**config.mk**
```make
export PLATFORM = sky130hd
export DESIGN_NAME = gpr_writeback_flat
export DESIGN_NICKNAME = d
export VERILOG_FILES = /design/src/rtl/gpr_writeback_pkg.sv /design/src/rtl/gpr_writeback_if.sv /design/src/rtl/gpr_writeback_fifo.sv /design/src/rtl/gpr_writeback.sv /design/src/flat_wrapper.sv
export SDC_FILE = /design/constraint.sdc
export NUM_CORES = 1
export LEC_CHECK = 0
export CORE_MARGIN = 2
export CORE_UTILIZATION = 50
export CTS_BUF_LIST = sky130_fd_sc_hd__clkbuf_16
export DETAILED_ROUTE_END_ITERATION = 10
export PLACE_DENSITY_LB_ADDON = 0.05
export SETUP_SLACK_MARGIN = 0.4
export SYNTH_ARGS = -nofsm -noshare
export SYNTH_HDL_FRONTEND = slang
export SYNTH_HIERARCHICAL = 1
export SYNTH_SLANG_ARGS = --single-unit
```
**constraint.sdc**
```tcl
create_clock -name clk -period 4 [get_ports clk]
set_input_delay 0.6 -clock clk [delete_from_list [all_inputs] [get_ports clk]]
set_output_delay 0.6 -clock clk [all_outputs]
set_load 0.03 [all_outputs]
```
**src/rtl/gpr_writeback_pkg.sv**
```systemverilog
// Shared picomips definitions used by the GPR write-back block: default widths and the buffered load entry.
package picomips_pkg;

    localparam int DATA_W     = 8;
    localparam int REG_AW     = 3;
    localparam int FIFO_DEPTH = 2;

    typedef struct packed {
        logic [REG_AW-1:0] addr;
        logic [DATA_W-1:0] data;
    } wb_entry_t;

    // Occupancy update for the load buffer; push and pop together leave it unchanged.
    function automatic logic [1:0] count_next(input logic [1:0] count,
                                              input logic       push,
                                              input logic       pop);
        return count + {1'b0, push} - {1'b0, pop};
    endfunction

endpackage

```
**src/rtl/gpr_writeback_if.sv**
```systemverilog
// Bundle of the ALU result, load handshake, register-file write port, hazard query and bypass signals.
interface gpr_writeback_if #(
    parameter int N      = 8,
    parameter int R_SIZE = 3
);
    logic              aluValid;
    logic [N-1:0]      aluData;
    logic [R_SIZE-1:0] aluAddr;
    logic              ldValid;
    logic [N-1:0]      ldData;
    logic [R_SIZE-1:0] ldAddr;
    logic              ldReady;
    logic              wrEnable;
    logic [N-1:0]      wrData;
    logic [R_SIZE-1:0] wrAddr;
    logic [R_SIZE-1:0] qAddr;
    logic              qPending;
    logic              bypValid;
    logic [N-1:0]      bypData;

    modport master (
        output aluValid, aluData, aluAddr,
        output ldValid, ldData, ldAddr,
        input  ldReady,
        input  wrEnable, wrData, wrAddr,
        output qAddr,
        input  qPending, bypValid, bypData
    );

    modport slave (
        input  aluValid, aluData, aluAddr,
        input  ldValid, ldData, ldAddr,
        output ldReady,
        output wrEnable, wrData, wrAddr,
        input  qAddr,
        output qPending, bypValid, bypData
    );
endinterface

```
**src/rtl/gpr_writeback_fifo.sv**
```systemverilog
// Two-entry registered load buffer (module wb_fifo); exposes every slot and its valid bit so the
// write-back top can search pending destinations.
module wb_fifo
    import picomips_pkg::*;
#(
    parameter type entry_t = wb_entry_t
) (
    input  logic       clk,
    input  logic       reset,
    input  logic       push,
    input  logic       pop,
    input  entry_t     push_entry,
    output logic       full,
    output logic       empty,
    output logic [1:0] count,
    output entry_t     head,
    output entry_t     entries [FIFO_DEPTH],
    output logic [1:0] valid
);

    logic       wr_ptr_q, wr_ptr_d;
    logic       rd_ptr_q, rd_ptr_d;
    logic [1:0] count_q, count_d;
    logic       push_ok;
    logic       pop_ok;

    assign full    = (count_q == 2'd2);
    assign empty   = (count_q == 2'd0);
    assign count   = count_q;
    assign push_ok = push && !full;
    assign pop_ok  = pop && !empty;

    always_comb begin
        wr_ptr_d = wr_ptr_q ^ push_ok;
        rd_ptr_d = rd_ptr_q ^ pop_ok;
        count_d  = count_next(count_q, push_ok, pop_ok);
    end

    always_ff @(posedge clk) begin
        if (reset) begin
            wr_ptr_q <= 1'b0;
            rd_ptr_q <= 1'b0;
            count_q  <= 2'd0;
        end else begin
            wr_ptr_q <= wr_ptr_d;
            rd_ptr_q <= rd_ptr_d;
            count_q  <= count_d;
        end
    end

    // A slot is written only when the write pointer selects it; push and pop never hit the same
    // slot in one cycle because that would need the buffer to be both empty and full.
    for (genvar gi = 0; gi < FIFO_DEPTH; gi++) begin : g_slot
        logic   valid_q;
        entry_t mem_q;

        always_ff @(posedge clk) begin
            if (reset) begin
                valid_q <= 1'b0;
            end else if (push_ok && (wr_ptr_q == 1'(gi))) begin
                valid_q <= 1'b1;
            end else if (pop_ok && (rd_ptr_q == 1'(gi))) begin
                valid_q <= 1'b0;
            end
        end

        always_ff @(posedge clk) begin
            if (push_ok && (wr_ptr_q == 1'(gi))) begin
                mem_q <= push_entry;
            end
        end

        assign entries[gi] = mem_q;
        assign valid[gi]   = valid_q;
    end

    assign head = rd_ptr_q ? entries[1] : entries[0];

endmodule

```
**src/rtl/gpr_writeback.sv**
```systemverilog
// Write side of the GPR file: ALU results win over buffered loads, outputs are registered.
// Build macro WB_BYPASS_EN adds forwarding of the write being committed this cycle.
module gpr_writeback
    import picomips_pkg::*;
#(
    parameter int N      = DATA_W,
    parameter int R_SIZE = REG_AW
) (
    input  logic             clk,
    input  logic             reset,
    gpr_writeback_if.slave   bus
);

    typedef struct packed {
        logic [R_SIZE-1:0] addr;
        logic [N-1:0]      data;
    } entry_t;

    logic              fifo_full;
    logic              fifo_empty;
    logic [1:0]        fifo_count;
    entry_t            fifo_head;
    entry_t            fifo_entries [FIFO_DEPTH];
    logic [1:0]        fifo_valid;
    logic              fifo_push;
    logic              fifo_pop;
    entry_t            ld_entry;

    logic              wr_en_q, wr_en_d;
    logic [N-1:0]      wr_data_q, wr_data_d;
    logic [R_SIZE-1:0] wr_addr_q, wr_addr_d;
    logic [1:0]        pend_hit;

    assign ld_entry  = '{addr: bus.ldAddr, data: bus.ldData};
    assign fifo_push = bus.ldValid && !fifo_full;
    assign fifo_pop  = !bus.aluValid && !fifo_empty;

    wb_fifo #(
        .entry_t (entry_t)
    ) u_fifo (
        .clk        (clk),
        .reset      (reset),
        .push       (fifo_push),
        .pop        (fifo_pop),
        .push_entry (ld_entry),
        .full       (fifo_full),
        .empty      (fifo_empty),
        .count      (fifo_count),
        .head       (fifo_head),
        .entries    (fifo_entries),
        .valid      (fifo_valid)
    );

    // The ALU has no backpressure, so it always wins; an idle cycle keeps the last data/addr.
    always_comb begin
        wr_en_d   = 1'b0;
        wr_data_d = wr_data_q;
        wr_addr_d = wr_addr_q;
        if (bus.aluValid) begin
            wr_en_d   = 1'b1;
            wr_data_d = bus.aluData;
            wr_addr_d = bus.aluAddr;
        end else if (!fifo_empty) begin
            wr_en_d   = 1'b1;
            wr_data_d = fifo_head.data;
            wr_addr_d = fifo_head.addr;
        end
    end

    always_ff @(posedge clk) begin
        if (reset) begin
            wr_en_q   <= 1'b0;
            wr_data_q <= '0;
            wr_addr_q <= '0;
        end else begin
            wr_en_q   <= wr_en_d;
            wr_data_q <= wr_data_d;
            wr_addr_q <= wr_addr_d;
        end
    end

    assign bus.wrEnable = wr_en_q;
    assign bus.wrData   = wr_data_q;
    assign bus.wrAddr   = wr_addr_q;
    assign bus.ldReady  = !fifo_full;

    // Only buffered loads count as pending; the ALU write in flight is the caller's concern.
    for (genvar gi = 0; gi < FIFO_DEPTH; gi++) begin : g_pend
        assign pend_hit[gi] = fifo_valid[gi] && (fifo_entries[gi].addr == bus.qAddr);
    end
    assign bus.qPending = |pend_hit;

`ifdef WB_BYPASS_EN
    logic byp_hit;
    assign byp_hit      = wr_en_q && (wr_addr_q == bus.qAddr);
    assign bus.bypValid = byp_hit;
    assign bus.bypData  = byp_hit ? wr_data_q : '0;
`else
    assign bus.bypValid = 1'b0;
    assign bus.bypData  = '0;
`endif

    logic unused_ok;
    assign unused_ok = ^fifo_count;

endmodule

```
**src/flat_wrapper.sv**
```systemverilog
// flat-port wrapper written by rule: the top's interface ports become plain ports
module gpr_writeback_flat import picomips_pkg::*;
#(
    parameter int N      = DATA_W,
    parameter int R_SIZE = REG_AW
)
  (clk, reset, bus_aluValid, bus_aluData, bus_aluAddr, bus_ldValid, bus_ldData, bus_ldAddr, bus_ldReady, bus_wrEnable, bus_wrData, bus_wrAddr, bus_qAddr, bus_qPending, bus_bypValid, bus_bypData);
  gpr_writeback_if #(.N(N), .R_SIZE(R_SIZE)) bus_i ();
  input  logic clk;
  input  logic reset;
  input wire logic [$bits(bus_i.aluValid)-1:0] bus_aluValid;
  input wire logic [$bits(bus_i.aluData)-1:0] bus_aluData;
  input wire logic [$bits(bus_i.aluAddr)-1:0] bus_aluAddr;
  input wire logic [$bits(bus_i.ldValid)-1:0] bus_ldValid;
  input wire logic [$bits(bus_i.ldData)-1:0] bus_ldData;
  input wire logic [$bits(bus_i.ldAddr)-1:0] bus_ldAddr;
  output wire logic [$bits(bus_i.ldReady)-1:0] bus_ldReady;
  output wire logic [$bits(bus_i.wrEnable)-1:0] bus_wrEnable;
  output wire logic [$bits(bus_i.wrData)-1:0] bus_wrData;
  output wire logic [$bits(bus_i.wrAddr)-1:0] bus_wrAddr;
  input wire logic [$bits(bus_i.qAddr)-1:0] bus_qAddr;
  output wire logic [$bits(bus_i.qPending)-1:0] bus_qPending;
  output wire logic [$bits(bus_i.bypValid)-1:0] bus_bypValid;
  output wire logic [$bits(bus_i.bypData)-1:0] bus_bypData;
  assign bus_i.aluValid = bus_aluValid;
  assign bus_i.aluData = bus_aluData;
  assign bus_i.aluAddr = bus_aluAddr;
  assign bus_i.ldValid = bus_ldValid;
  assign bus_i.ldData = bus_ldData;
  assign bus_i.ldAddr = bus_ldAddr;
  assign bus_ldReady = bus_i.ldReady;
  assign bus_wrEnable = bus_i.wrEnable;
  assign bus_wrData = bus_i.wrData;
  assign bus_wrAddr = bus_i.wrAddr;
  assign bus_i.qAddr = bus_qAddr;
  assign bus_qPending = bus_i.qPending;
  assign bus_bypValid = bus_i.bypValid;
  assign bus_bypData = bus_i.bypData;
  gpr_writeback #(.N(N), .R_SIZE(R_SIZE)) u_core (.clk(clk), .reset(reset), .bus(bus_i));
endmodule
```
Word level (Yosys, flattened, before mapping)

Cells that the tools add are included.

$add $sub $neg: 2
Eq/ne operators: 4
Mux-type cells: 11
Bitwise gates (word level): 4
Reductions and logical operators: 17

Operators with widths:

| kind                                        | count |
|---|---|
| 8-bit two-way mux                           | 2 |
| 11-bit two-way mux                          | 1 |
| 1-bit logical AND                           | 10 |
| 3-bit equality test                         | 2 |
| 1-bit two-way mux                           | 6 |
| 3-bit two-way mux                           | 2 |
| 2-bit nonzero test                          | 2 |
| 1-bit logical NOT                           | 3 |
| 2-bit by 1-bit adder with 2-bit output      | 1 |
| 2-bit equality test (second input constant) | 1 |
| 2-bit logical NOT                           | 1 |
| 2-bit != test (second input constant)       | 1 |
| 1-bit inverter                              | 2 |
| 2-bit OR reduction                          | 1 |
| 2-bit by 1-bit subtractor with 2-bit output | 1 |
| 1-bit XOR                                   | 2 |

Register bits after elaboration: 40
Input port bits: 29
Output and inout port bits: 23
Logic and storage cells: 50

Depth between registers and ports, before layout

Depth in word-level cells: 7
Depth in mapped cells: 10
Gate-level depth less buffers: 9

Modules after synthesis

The synthesis kept the hierarchy.

Modules (own cells, without submodules):

| module        | times used | cells an instance | area an instance (sq um) | seq. area each (sq um) |
|---|---|---|---|---|
| wb_fifo       | 1          | 68                | 1118.6                   | 780.7 |
| gpr_writeback | 1          | 74                | 680.7                    | 240.2 |

Least setup slack after synthesis

No wires, ideal clock.

Path type: flip-flop to flip-flop
Start point: register u_core.u_fifo.count_q[1] (netlist: u_core/u_fifo/count[1])
End point: register u_core.u_fifo.count_q[1] (netlist: u_core/u_fifo/count[1])
Setup time: 110 ps
Arrival time: 1575 ps
Data required time: 3890 ps
Path slack: 2315 ps
Cell stages (with the launch flop): 11
Buffers on the path: 2
Clock period less this slack: 1685 ps
Cell sequence: dfxtp_1 nor2_1 buf_6 buf_12 nor2_1 nor2b_1 ha_1 inv_1 ha_1 xnor3_1 nor2_1

Elaborated cells on any way between the ends: 10
Those cells by class: 2 x add/sub; 1 x eq/ne; 7 x reduce/logical

RTL lines:

| element                                     | line                     | RTL |
|---|---|---|
| from (decl)                                 | gpr_writeback_fifo.sv:23 | `logic [1:0] count_q, count_d;` |
| from (signal assigned)                      | gpr_writeback_fifo.sv:47 | `count_q <= count_d;` |
| 2-bit logical NOT                           | gpr_writeback_fifo.sv:28 | `assign empty = (count_q == 2'd0);` |
| named net u_core.fifo_empty                 | gpr_writeback.sv:20      | `logic fifo_empty;` |
| 1-bit logical NOT                           | gpr_writeback.sv:36      | `assign fifo_pop = !bus.aluValid && !fifo_empty;` |
| 1-bit logical AND                           | gpr_writeback.sv:36      |  |
| named net u_core.fifo_pop                   | gpr_writeback.sv:26      | `logic fifo_pop;` |
| 1-bit logical AND                           | gpr_writeback_fifo.sv:31 | `assign pop_ok = pop && !empty;` |
| 2-bit by 1-bit subtractor with 2-bit output | gpr_writeback_pkg.sv:17  | `return count + {1'b0, push} - {1'b0, pop};` |

The timed path passes the listed nets, and every way through them passes these cells.
A chain may end at the register's enable or synchronous reset.

Worst setup path after layout

Start point: input bus_qAddr[0]
End point: output bus_qPending

Word-level cells in the longest chain between the ends: 3
Elaborated cells on any way between the ends: 5
Those cells by class: 2 x eq/ne; 3 x reduce/logical

Ends and longest elaborated chain:

| element              | line                | RTL |
|---|---|---|
| from (decl)          | flat_wrapper.sv:21  | `input wire logic [$bits(bus_i.qAddr)-1:0] bus_qAddr;` |
| 3-bit equality test  | gpr_writeback.sv:89 | `assign pend_hit[gi] = fifo_valid[gi] && (fifo_entries[gi].addr == bus.qAddr);` |
| 1-bit logical AND    | gpr_writeback.sv:89 |  |
| 2-bit OR reduction * | gpr_writeback.sv:91 | `assign bus.qPending = \|pend_hit;` |
| to (decl)            | flat_wrapper.sv:22  | `output wire logic [$bits(bus_i.qPending)-1:0] bus_qPending;` |

Mark *: on every way between the ends. The rest lies on a longest branch, timed or not.

==> impl_metrics.env <==
export IMPL_status="finished, final reports clean"
export IMPL_cts_resized_gates=0
export IMPL_drv_cap=0
export IMPL_io_pins=52
export IMPL_ys_warn_count=6
export IMPL_synthCells=142
export IMPL_worstSetupStartpoint="bus_qAddr[0]"
export IMPL_syn_to_final_growth_pct=28.65
export IMPL_critPathRequiredTime_ps=3400
export IMPL_fin_skew_ps=3.548
export IMPL_max_slew_margin_rel=0.5122
export IMPL_min_period_ps=2744
export IMPL_worstMarginPinSlew_ps=729.5
export IMPL_hold_start="u_core/u_fifo/g_slot[0].valid_q"
export IMPL_grt_use_total=0.1949
export IMPL_drtPass1Iterations=4
export IMPL_fin_tns_setup_ps=0
export IMPL_yosysSeqAreaShare=0.5675
export IMPL_p_per_area_nw_per_um2=638.8
export IMPL_fin_nets=218
export IMPL_crit_slowest_cell="clkdlybuf4s50_1"
export IMPL_synth_top_area_frac=0.3672
export IMPL_fin_crit_sh=0.6861
export IMPL_cts_buffer_depth=2
export IMPL_worstSetupPathType="primary input to primary output"
export IMPL_via_per_inst=4.970
export IMPL_cp_max_fo=2
export IMPL_multi_input_area_um2=640.6
export IMPL_synth_avg_cell_area_um2=12.67
export IMPL_cts_sinks=40
export IMPL_drt_initial_drc_count=29
export IMPL_placementRows=21
export IMPL_cts_setup_buffers=0
export IMPL_irDropWorstVdd_mv=0.3595
export IMPL_drv_slew=0
export IMPL_setup_viol=0
export IMPL_cp_common_cell="clkdlybuf4s50_1"
export IMPL_endpoint_kind="primary output"
export IMPL_ys_seq_elements=40
export IMPL_cp_arrival_ps=2140
export IMPL_grt_overflow_total=0
export IMPL_grt_setup_unrepaired="no"
export IMPL_h_tree_depth=2
export IMPL_die_w_um=63.99
export IMPL_p_leak_nw=0.9239
export IMPL_final_layout_size_suffix_gt1_frac=0.09783
export IMPL_hold_buffers=0
export IMPL_clkLatencyLatePin_ps=280
export IMPL_grt_pass1_vias=1216
export IMPL_crit_path_start_kind="primary input"
export IMPL_ant_nets=0
export IMPL_r2r_start="u_core/u_fifo/count[1]"
export IMPL_synthTopCellsByArea="edfxtp_1 37%, dfxtp_1 20%, mux2_2 6.9%"
export IMPL_diodes=0
export IMPL_cp_slowest_stage_delay_ps=670
export IMPL_grt_max_degree=24
export IMPL_final_common_cell="clkdlybuf4s50_1"
export IMPL_clockRootBuffer="clkbuf_16"
export IMPL_fill_cells=245
export IMPL_globalplace_congestion=0.7120
export IMPL_grt_pass1_wl_um=5837
export IMPL_synth_area_um2=1799
export IMPL_max_freq_mhz=364.4
export IMPL_vias=1143
export IMPL_register_area_um2=1021
export IMPL_coreArea_um2=3390
export IMPL_die_y_um=63.99
export IMPL_numCtsBuffers=5
export IMPL_tritoncts="yes"
export IMPL_yosys_area_top_type="edfxtp_1"
export IMPL_drt_wl_total_um=3508
export IMPL_initial_utilization=0.5308
export IMPL_hold_path_class="flip-flop to flip-flop"
export IMPL_wl_per_cell_um=15.25
export IMPL_ys_types=23
export IMPL_antenna_found_initial=0
export IMPL_portBuffers=42
export IMPL_final_hold_viol_count=0
export IMPL_crit_chain="clkdlybuf4s50_1 > xnor2_1 > nand4_1 > nand2_1 > clkdlybuf4s50_1"
export IMPL_drc_errors=0
export IMPL_cts_reportedPaths_clkPinSlew_ps=50
export IMPL_fin_util=0.6829
export IMPL_die_area_um2=4094
export IMPL_final_cell_mix="42 x clkdlybuf4s50_1, 22 x edfxtp_1, 18 x dfxtp_1, 16 x nor2_1"
export IMPL_dp_hpwl_um=2351
-- layer usage --
metal	GRT usage	share of wire
met1	0.2284	0.41
met5	0	0
met4	0.09511	0.019
met3	0.03873	0.038
met2	0.3385	0.53
-- state kept, by name, summed over array words and instances, names as in the netlist --
register and count:
u_core/u_fifo/count 2, u_core/u_fifo/entries 22, u_core/u_fifo/rd_ptr_q 1, u_core/bus.wrData 8
u_core/u_fifo/g_slot.valid_q 2, u_core/u_fifo/wr_ptr_q 1, u_core/bus.wrEnable 1, u_core/bus.wrAddr 3
-- synth_stat cells --
master	instances
inv_1	8
buf_2	1
buf_12	1
nor2_1	16
nand4_1	2
nand2_1	2
a21oi_1	3
and2_1	1
edfxtp_1	22
ha_1	6
conb_1	1
dfxtp_1	18
or2b_1	1
clkbuf_1	2
mux2i_1	11
buf_4	11
xnor3_1	1
buf_6	2
a211oi_1	11
xnor2_1	6
nor2b_1	3
nand2b_1	2
mux2_2	11
-- path summary, 6_finish.rpt --
| kind | depth (start not counted) | slack [ps] | endpoint |
|---|---|---|---|
| max | 5 | 1260 | bus_qPending |
| min reg2reg | 2 | 510 | u_core/u_fifo/g_slot[0].valid_q |
| min | 2 | 510 | u_core/u_fifo/g_slot[0].valid_q |
| max reg2reg | 5 | 2180 | u_core/u_fifo/entries[17] |
-- stage by stage --
| stage | setup slack (ps) | cells | total power [mW] | hold slack [ps] | instance area [um2] |
|---|---|---|---|---|---|
| after floorplan | 2315 | 150 | 1.012 | 443.8 | 1829 |
| after global placement | 1304 | 222 | 1.097 | 472.9 | 2177 |
| after detailed placement | 1257 | 222 | 1.121 | 496.8 | 2177 |
| after CTS | 1247 | 230 | 1.496 | 506.0 | 2315 |
| after global routing | 1163 | 230 | 1.566 | 539.3 | 2315 |
| final | 1256 | 230 | 1.479 | 507.4 | 2315 |
-- report_power, final --
part	total [mW]	internal [mW]	leakage (nW)	switching [mW]
combinational	0.504	0.242	0.493	0.262
clock	0.368	0.225	0.0762	0.143
sequential	0.607	0.552	0.355	0.0548
total	1.48	1.02	0.924	0.460
-- worst max-delay path, delay by kind of cell --
family	cells	cell delay, ps
and+or+nand+nor	2	220
buffers and inverters	2	1190
xor gates and xnor gates	1	130
-- area by class of cell --
class | count | area share
Multi-Input combinational cell | 85 | 0.2768
Tap cell | 46 | 0.02486
Sequential cell | 40 | 0.4411
Clock inverter | 3 | 0.005405
Timing Repair Buffer | 43 | 0.1849
Clock buffer | 5 | 0.05405
Inverter | 8 | 0.01297
-- kinds of logic after synthesis --
logic type,Yosys count,synth area share
compound gates,14,0.05424
simple gates,27,0.06955
fa+ha+maj,6,0.04172
mux,22,0.1300
flops,40,0.5675
buf+inv,25,0.09318
xor+xnor,7,0.04172
other cells,1,0.002084
Note: power is estimated with default switching activity, not from simulation.
